--- config.mk ---
export PLATFORM = sky130hd
export DESIGN_NAME = hipass_serial_rx
export DESIGN_NICKNAME = d
export VERILOG_FILES = /design/src/rtl/hipass_serial_rx.sv
export SDC_FILE = /design/constraint.sdc
export NUM_CORES = 1
export LEC_CHECK = 0
export ABC_AREA = 1
export BUFFER_PORTS_ARGS = -buffer_cell sky130_fd_sc_hd__buf_2
export CORE_UTILIZATION = 53
export DETAILED_ROUTE_END_ITERATION = 16
export PLACE_DENSITY = 0.8
export SETUP_SLACK_MARGIN = 0.02
export SLEW_MARGIN = 10
export SYNTH_ARGS = -nofsm -noshare
export SYNTH_HDL_FRONTEND = slang
export SYNTH_SLANG_ARGS = --single-unit
--- constraint.sdc ---
create_clock -name clk -period 1.7 [get_ports clk]
set_input_delay 0.255 -clock clk [delete_from_list [all_inputs] [get_ports clk]]
set_output_delay 0.255 -clock clk [all_outputs]
set_load 0.05 [all_outputs]
--- src/rtl/hipass_serial_rx.sv ---
// Roadside receiver for the hipass OBU link: deserialises start / 5 data (LSB first) /
// even parity / stop frames and holds the accepted code for the toll-gate main FSM.
module hipass_serial_rx #(
    parameter int BIT_CYCLES  = 16,
    parameter int HOLD_CYCLES = 1000
) (
    input  logic       clk,
    input  logic       rst,
    input  logic       obu_rx,
    input  logic       end_output,
    output logic [4:0] hipass,
    output logic       busy,
    output logic       frame_err,
    output logic [7:0] err_cnt
);
    localparam int CW = $clog2(BIT_CYCLES);
    localparam int HW = $clog2(HOLD_CYCLES + 1);
    localparam logic [CW-1:0] HALF_LAST = CW'(BIT_CYCLES / 2 - 1);
    localparam logic [CW-1:0] BIT_LAST  = CW'(BIT_CYCLES - 1);
    localparam logic [CW-1:0] CNT_ONE   = CW'(1);
    localparam logic [HW-1:0] HOLD_LOAD = HW'(HOLD_CYCLES);
    localparam logic [HW-1:0] HOLD_ONE  = HW'(1);

    typedef enum logic [2:0] {
        IDLE   = 3'd0,
        START  = 3'd1,
        DATA   = 3'd2,
        PARITY = 3'd3,
        STOP   = 3'd4
    } state_t;

    function automatic logic parity_ok(input logic [4:0] data, input logic par);
        return ~(^{data, par});
    endfunction

    logic [1:0]    r_sync;
    logic          r_rx_prev;
    state_t        r_state;
    logic [CW-1:0] r_cnt;
    logic [2:0]    r_bit_idx;
    logic [4:0]    r_shift;
    logic          r_par;
    logic [4:0]    r_hipass;
    logic [HW-1:0] r_hold;
    logic          r_busy;
    logic          r_frame_err;
    logic [7:0]    r_err_cnt;

    logic   w_rx_s;
    logic   w_fall;
    logic   w_sample;
    logic   w_stop_done;
    logic   w_good;
    logic   w_bad;
    state_t w_state_nxt;

    assign w_rx_s   = r_sync[1];
    assign w_fall   = r_rx_prev & ~w_rx_s;
    // START samples at mid-bit; every later state samples one full bit period on.
    assign w_sample = (r_state == START) ? (r_cnt == HALF_LAST) : (r_cnt == BIT_LAST);
    assign w_good   = w_stop_done & w_rx_s & parity_ok(r_shift, r_par) & (r_shift != 5'd0);
    assign w_bad    = w_stop_done & ~w_good;

    // Receiver state register.
    always_ff @(posedge clk or negedge rst) begin
        if (!rst) begin
            r_state <= IDLE;
        end else begin
            r_state <= w_state_nxt;
        end
    end

    // Receiver next-state decode.
    always_comb begin
        w_state_nxt = r_state;
        w_stop_done = 1'b0;
        case (r_state)
            IDLE: begin
                if (w_fall) begin
                    w_state_nxt = START;
                end else begin
                    w_state_nxt = IDLE;
                end
            end
            START: begin
                if (w_sample) begin
                    if (w_rx_s) begin
                        w_state_nxt = IDLE;
                    end else begin
                        w_state_nxt = DATA;
                    end
                end else begin
                    w_state_nxt = START;
                end
            end
            DATA: begin
                if (w_sample && (r_bit_idx == 3'd4)) begin
                    w_state_nxt = PARITY;
                end else begin
                    w_state_nxt = DATA;
                end
            end
            PARITY: begin
                if (w_sample) begin
                    w_state_nxt = STOP;
                end else begin
                    w_state_nxt = PARITY;
                end
            end
            STOP: begin
                if (w_sample) begin
                    w_state_nxt = IDLE;
                    w_stop_done = 1'b1;
                end else begin
                    w_state_nxt = STOP;
                end
            end
            default: begin
                w_state_nxt = IDLE;
                w_stop_done = 1'b0;
            end
        endcase
    end

    // Line synchroniser, bit timing and frame shift register.
    always_ff @(posedge clk or negedge rst) begin
        if (!rst) begin
            r_sync    <= 2'b11;
            r_rx_prev <= 1'b1;
            r_cnt     <= '0;
            r_bit_idx <= 3'd0;
            r_shift   <= 5'd0;
            r_par     <= 1'b0;
        end else begin
            r_sync    <= {r_sync[0], obu_rx};
            r_rx_prev <= w_rx_s;
            if ((r_state == IDLE) || w_sample) begin
                r_cnt <= '0;
            end else begin
                r_cnt <= r_cnt + CNT_ONE;
            end
            if (r_state == IDLE) begin
                r_bit_idx <= 3'd0;
            end else if ((r_state == DATA) && w_sample) begin
                r_shift   <= {w_rx_s, r_shift[4:1]};
                r_bit_idx <= r_bit_idx + 3'd1;
            end else if ((r_state == PARITY) && w_sample) begin
                r_par <= w_rx_s;
            end
        end
    end

    // Code hold, error reporting and busy flag; a new good frame beats end_output.
    always_ff @(posedge clk or negedge rst) begin
        if (!rst) begin
            r_hipass    <= 5'd0;
            r_hold      <= '0;
            r_busy      <= 1'b0;
            r_frame_err <= 1'b0;
            r_err_cnt   <= 8'd0;
        end else begin
            r_busy      <= (w_state_nxt != IDLE);
            r_frame_err <= w_bad;
            if (w_bad && (r_err_cnt != 8'hFF)) begin
                r_err_cnt <= r_err_cnt + 8'd1;
            end
            if (w_good) begin
                r_hipass <= r_shift;
                r_hold   <= HOLD_LOAD;
            end else if (end_output) begin
                r_hipass <= 5'd0;
                r_hold   <= '0;
            end else if (r_hold != '0) begin
                r_hold <= r_hold - HOLD_ONE;
                if (r_hold == HOLD_ONE) begin
                    r_hipass <= 5'd0;
                end
            end
        end
    end

    assign hipass    = r_hipass;
    assign busy      = r_busy;
    assign frame_err = r_frame_err;
    assign err_cnt   = r_err_cnt;

endmodule

## Word level (Yosys, flattened, before mapping)

Cells that the tools add are included.

| word-level totals | value |
|---|---|
| output and inout bits | 15 |
| input port bits | 4 |
| register bits | 44 |
| logic and storage cells | 71 |

| cells by class | value |
|---|---|
| add/subtract/negate cells | 4 |
| reductions and logical operators | 16 |
| equal/unequal tests | 9 |
| mux-type cells | 20 |
| bitwise gates (word level) | 10 |

Operators with widths:

| operator | number |
|---|---|
| two-way mux 10 bit | 3 |
| two-way mux 5 bit | 4 |
| two-way mux 3 bit | 5 |
| one-hot mux 3 bit (5 select lines) | 1 |
| equality test 10 x 1 -> 1 bit (second input constant) | 1 |
| nonzero test 10 bit | 1 |
| subtractor 10 x 1 -> 10 bit (second input constant) | 1 |
| nonzero test 3 bit | 3 |
| adder 8 x 1 -> 8 bit (second input constant) | 1 |
| != test 8 bit (second input constant) | 1 |
| equality test 3 x 2 -> 1 bit (second input constant) | 2 |
| equality test 3 bit (second input constant) | 2 |
| parity 6 bit | 1 |
| AND 1 bit | 5 |
| two-way mux 1 bit | 5 |
| NOT 1 bit | 5 |
| nonzero test 5 bit | 1 |
| adder 4 x 1 -> 4 bit (second input constant) | 1 |
| equality test 4 x 3 -> 1 bit (second input constant) | 1 |
| equality test 4 bit (second input constant) | 1 |
| logical AND 1 bit | 4 |
| two-way mux 4 bit | 1 |
| AND reduction 2 bit | 2 |
| adder 3 x 1 -> 3 bit (second input constant) | 1 |
| other kinds (6) | 6 |

## Longest topological paths before layout

| depth | value |
|---|---|
| depth in word-level cells | 10 |
| depth in mapped cells | 12 |
| depth with buffers taken out | 12 |

## Worst setup path after synthesis

OpenSTA, ideal clock, no wires.

| timing | value |
|---|---|
| kind | flip-flop to flip-flop |
| start point | reg r_err_cnt[1] (netlist: err_cnt[1]) |
| end point | reg r_err_cnt[6] (netlist: err_cnt[6]) |
| cell stages (with the launch flop) | 8 |
| path slack | -84 ps |
| buffers on the path | 0 |
| period minus slack after synthesis | 1784 ps |
| library setup time | 66 ps |
| required time | 1634 ps |
| arrival | 1719 ps |
| cells stage by stage | dfrtp_1 ha_1 nand2_1 nor3b_4 nand3_4 nand3_4 nand2_1 nand2_1 |

| on the way | value |
|---|---|
| word-level cells in the longest chain between the ends | 2 |
| elaborated cells between the ends (all ways) | 3 |
| classes of those cells | add/sub (1); eq/ne (1); reduce/logical (1) |

Ends and longest elaborated chain:

| what | RTL line | text |
|---|---|---|
| from (decl) | 47 | `logic [7:0] r_err_cnt;` |
| from (signal assigned) | 165 | `r_err_cnt <= r_err_cnt + 8'd1;` |
| parallel branches: the longest is 2 deep, another holds adder 8 x 1 -> 8 bit | n/a |  |

Parallel ways; which one is timed is not known.
A chain may end at the register's enable or synchronous reset.

## Worst setup path in the final report

| timing | value |
|---|---|
| start point | reg r_hold[0] |
| end point | reg r_hold[2] |

| on the way | value |
|---|---|
| word-level cells in the longest chain between the ends | 4 |
| elaborated cells between the ends (all ways) | 6 |
| classes of those cells | add/sub (1); mux (3); reduce/logical (2) |

Ends and longest elaborated chain:

| what | RTL line | text |
|---|---|---|
| from (decl) | 44 | `logic [HW-1:0] r_hold;` |
| from (signal assigned) | 174 | `r_hold <= r_hold - HOLD_ONE;` |
| subtractor 10 x 1 -> 10 bit | 174 |  |
| two-way mux 10 bit | 173 | `end else if (r_hold != '0) begin` |
| two-way mux 10 bit | 170 | `end else if (end_output) begin` |
| two-way mux 10 bit | 167 | `if (w_good) begin` |

Parallel ways exist; a longest one is shown, timed or not. The select of a mux whose other input is x is not followed.

==> impl_metrics.prom <==
# TYPE chip_impl_metric gauge
chip_impl_info{name="critPathKind",value="flop to flop"} 1
chip_impl_metric{name="maxSlewHeadroom",unit="%"} 64.71
chip_impl_metric{name="hpwlAfterDp",unit="um"} 3055
chip_impl_metric{name="ctsHtreeMaxLevel",unit=""} 2
chip_impl_metric{name="power-per-cell-area",unit="nW/um^2"} 1323
chip_impl_info{name="netlist_top_cells_area",value="sky130_fd_sc_hd__dfrtp_1 45%, sky130_fd_sc_hd__nand2_1 13%, sky130_fd_sc_hd__inv_1 6.0%, sky130_fd_sc_hd__xor2_1 5.3%, sky130_fd_sc_hd__nand4_1 4.6%"} 1
chip_impl_metric{name="synthesis.yosys.warnings",unit=""} 0
chip_impl_metric{name="port-buffer-count",unit=""} 18
chip_impl_metric{name="cap_viol_max_count",unit=""} 0
chip_impl_metric{name="grt_antenna_before_repair",unit=""} 0
chip_impl_metric{name="grt.overflow.total",unit=""} 0
chip_impl_metric{name="grt_max_degree",unit=""} 45
chip_impl_metric{name="number_of_setup_violations_in_the_final_report",unit=""} 0
chip_impl_info{name="setup_repair_after_global_routing_missed_its_margin",value="no"} 1
chip_impl_metric{name="finish.net_count",unit=""} 312
chip_impl_metric{name="syn-num-nets",unit=""} 287
chip_impl_metric{name="critical_path_depth",unit=""} 8
chip_impl_metric{name="row_count",unit=""} 23
chip_impl_metric{name="ys_types",unit=""} 26
chip_impl_info{name="critical-path-slowest-cell",value="sky130_fd_sc_hd__dfrtp_1"} 1
chip_impl_metric{name="final_cell_count_no_fill",unit=""} 353
chip_impl_metric{name="effective_utilization_at_floorplan",unit="%"} 56.25
chip_impl_metric{name="finish.instance_area",unit="um^2"} 2575
chip_impl_metric{name="dr.pass1.iters",unit=""} 4
chip_impl_metric{name="netlist.area_leader.share",unit="%"} 44.64
chip_impl_metric{name="setup_total_negative_slack",unit="ps"} 0
chip_impl_metric{name="data_arrival_time_at_the_worst_slack_endpoint",unit="ps"} 1790
chip_impl_info{name="worstSetupEndpointType",value="flop"} 1
chip_impl_metric{name="numCtsBuffers",unit=""} 5
chip_impl_metric{name="gr-usage-all-layers",unit="%"} 20.74
chip_impl_metric{name="yosys_register_bits",unit=""} 44
chip_impl_metric{name="place_inst",unit=""} 344
chip_impl_metric{name="share_of_cells_above_drive_strength_1",unit="%"} 15.51
chip_impl_metric{name="post_dp_cell_area",unit="um^2"} 2441
chip_impl_metric{name="vdd_drop_max",unit="V"} 0.001085
chip_impl_metric{name="syn2layout_area_growth",unit="%"} 12.03
chip_impl_metric{name="finalCriticalPeriod",unit="ps"} 1594
chip_impl_info{name="hold_path.class",value="input pin to asynchronous set/reset pin"} 1
chip_impl_info{name="crit_family",value="simple AND/OR/NAND/NOR gates"} 1
chip_impl_metric{name="syn-cell-area",unit="um^2"} 2298
chip_impl_metric{name="die_h",unit="um"} 67.86
chip_impl_metric{name="critical_path.n_buffers_inverters",unit=""} 1
chip_impl_metric{name="antenna-diode-count",unit=""} 0
chip_impl_metric{name="worst_slew_pin_slew",unit="ps"} 529.4
chip_impl_metric{name="vias_per_cell",unit=""} 5.164
chip_impl_metric{name="critical_path_peak_fanout",unit=""} 6
chip_impl_metric{name="final_max_slew_viol_count",unit=""} 0
chip_impl_metric{name="vias",unit=""} 1823
chip_impl_metric{name="worst_skew_pair.late_latency",unit="ps"} 300
chip_impl_info{name="final_common_cell",value="sky130_fd_sc_hd__nand2_1"} 1
chip_impl_metric{name="worstPathRequired",unit="ps"} 1900
chip_impl_metric{name="pin_count",unit=""} 19
chip_impl_info{name="critical_path.startpoint_type",value="flop"} 1
chip_impl_info{name="cts_tree",value="built"} 1
chip_impl_metric{name="first_global_vias",unit=""} 1699
chip_impl_metric{name="synth.yosys.seq_area_share",unit="%"} 48.07
chip_impl_info{name="cts_root_buffer",value="sky130_fd_sc_hd__clkbuf_8"} 1
chip_impl_metric{name="chip_width",unit="um"} 67.86
chip_impl_metric{name="gp_routability_congestion",unit=""} 0.8853
chip_impl_metric{name="finalHoldViolCount",unit=""} 0
chip_impl_metric{name="die_area",unit="um^2"} 4604
chip_impl_metric{name="maxClockFrequency",unit="GHz"} 0.6273
chip_impl_metric{name="drt_wl_total",unit="um"} 4245
chip_impl_metric{name="worst_setup_hold_path_clk_slew",unit="ps"} 80
chip_impl_metric{name="critical_path.max_stage_delay",unit="ps"} 420
chip_impl_metric{name="filler_cell_count",unit=""} 355
chip_impl_metric{name="grt_first_pass_wirelength",unit="um"} 7010
chip_impl_metric{name="drt-initial-drc-count",unit=""} 71
chip_impl_metric{name="numClockSinks",unit=""} 44
chip_impl_info{name="netlist.top_cell.by_area",value="sky130_fd_sc_hd__dfrtp_1"} 1
chip_impl_info{name="commonest_cells_after_routing_fill_and_taps_aside",value="79 x sky130_fd_sc_hd__nand2_1, 39 x sky130_fd_sc_hd__dfrtp_1, 37 x sky130_fd_sc_hd__inv_1"} 1
chip_impl_info{name="status",value="complete, no violations"} 1
chip_impl_metric{name="route.antenna.remaining_nets",unit=""} 0
chip_impl_metric{name="route.detailed.drc",unit=""} 0
chip_impl_metric{name="coreArea",unit="um^2"} 4086
chip_impl_info{name="worst_path_cell_trace",value="inv_1, ha_1, nand3_1, nor2_2, nand2_2, nand2_1, xor2_1, nor2_1"} 1
chip_impl_metric{name="post-route-period-util",unit="%"} 93.77
chip_impl_metric{name="avgSynthCellArea",unit="um^2"} 8.298
chip_impl_metric{name="worst_r2r_path_depth",unit=""} 8
chip_impl_metric{name="final_hold_slack",unit="ps"} 12.79
chip_impl_metric{name="clockBufferDepth",unit=""} 2
chip_impl_metric{name="final.setup_skew",unit="ps"} 7.010
chip_impl_metric{name="totalPowerFinal",unit="mW"} 3.407
chip_impl_metric{name="power_leakage",unit="nW"} 1.422
chip_impl_metric{name="mean_routed_wirelength_per_cell",unit="um"} 12.03
chip_impl_metric{name="post_synth_inst_count",unit=""} 277
==> worst paths after layout <==
kind	from	endpoint	slack, ps
worst max-delay path	r_hold[0]	r_hold[2]	110
worst min-delay path	rst	hipass[1]	10
worst max register to register	r_hold[0]	r_hold[2]	110
worst min register to register	r_sync[0]	r_sync[1]	360
max in group asynchronous	rst	err_cnt[0]	1300
min in group clk	obu_rx	r_sync[0]	40
==> repair_timing <==
action                                  4_1_cts  5_1_grt
endpoints found under the setup margin        2        9
pin swaps                                     0        1
gates resized for setup                       1        2
hold buffers                                  0        0
buffers inserted                              0        1
==> synthesized netlist by cell type (all sizes together) <==
library cell and number:
a21oi 4, inv 38, nand4 17, or2 1
nand3 16, buf 3, xor2 14, nor3 5
dfrtp 41, nor2 29, xnor2 2, dfstp 3
o31ai 2, ha 6, nor3b 1, nand3b 1
o21ai 12, nand2 82
==> cell type report <==
cell class	instances	area (um^2)	area share, %
Clock inverter	3	42.54	1.652
Inverter	38	142.6	5.539
Clock buffer	5	68.82	2.672
Sequential cell	44	1107	43.00
Timing Repair Buffer	21	112.6	4.373
Tap cell	50	62.56	2.430
Multi-Input combinational cell	192	1039	40.33
==> state kept, by name, indices dropped and copies added, names as in the netlist <==
register and count:
r_hold 10, err_cnt 8, hipass 5, r_shift 5
r_cnt 4, r_bit_idx 3, r_state 3, r_sync 2
busy 1, frame_err 1, r_par 1, r_rx_prev 1
==> through the flow <==
step                utilization (%)  setup WS (ps)
floorplan                         -          70.40
CTS                           62.52          62.17
finish                        63.01          105.9
global placement              59.74          107.7
global route                  63.01          14.51
detailed placement            59.74          39.03
==> logic make-up after synthesis <==
logic type	Yosys count	share of synthesized area, %
AO/OA/AOI/OAI	18	4.137
XOR/XNOR	16	6.097
adder cells (fa/ha/maj)	6	3.266
buffers and inverters	41	7.403
flip-flops	44	48.07
AND/OR/NAND/NOR	152	31.03
==> per-layer routing <==
layer,global-route usage [%],routed length [um]
met5,0,0
met2,35.52,2070
met4,8.333,65
met3,4.500,126
met1,25.30,1983
==> power by group <==
part | internal (mW) | total [mW] | switching (mW)
Combinational | 0.435 | 1.21 | 0.780
Clock | 0.435 | 0.795 | 0.360
Sequential | 1.24 | 1.40 | 0.156
No activity file was read; power rests on OpenSTA's default activity.
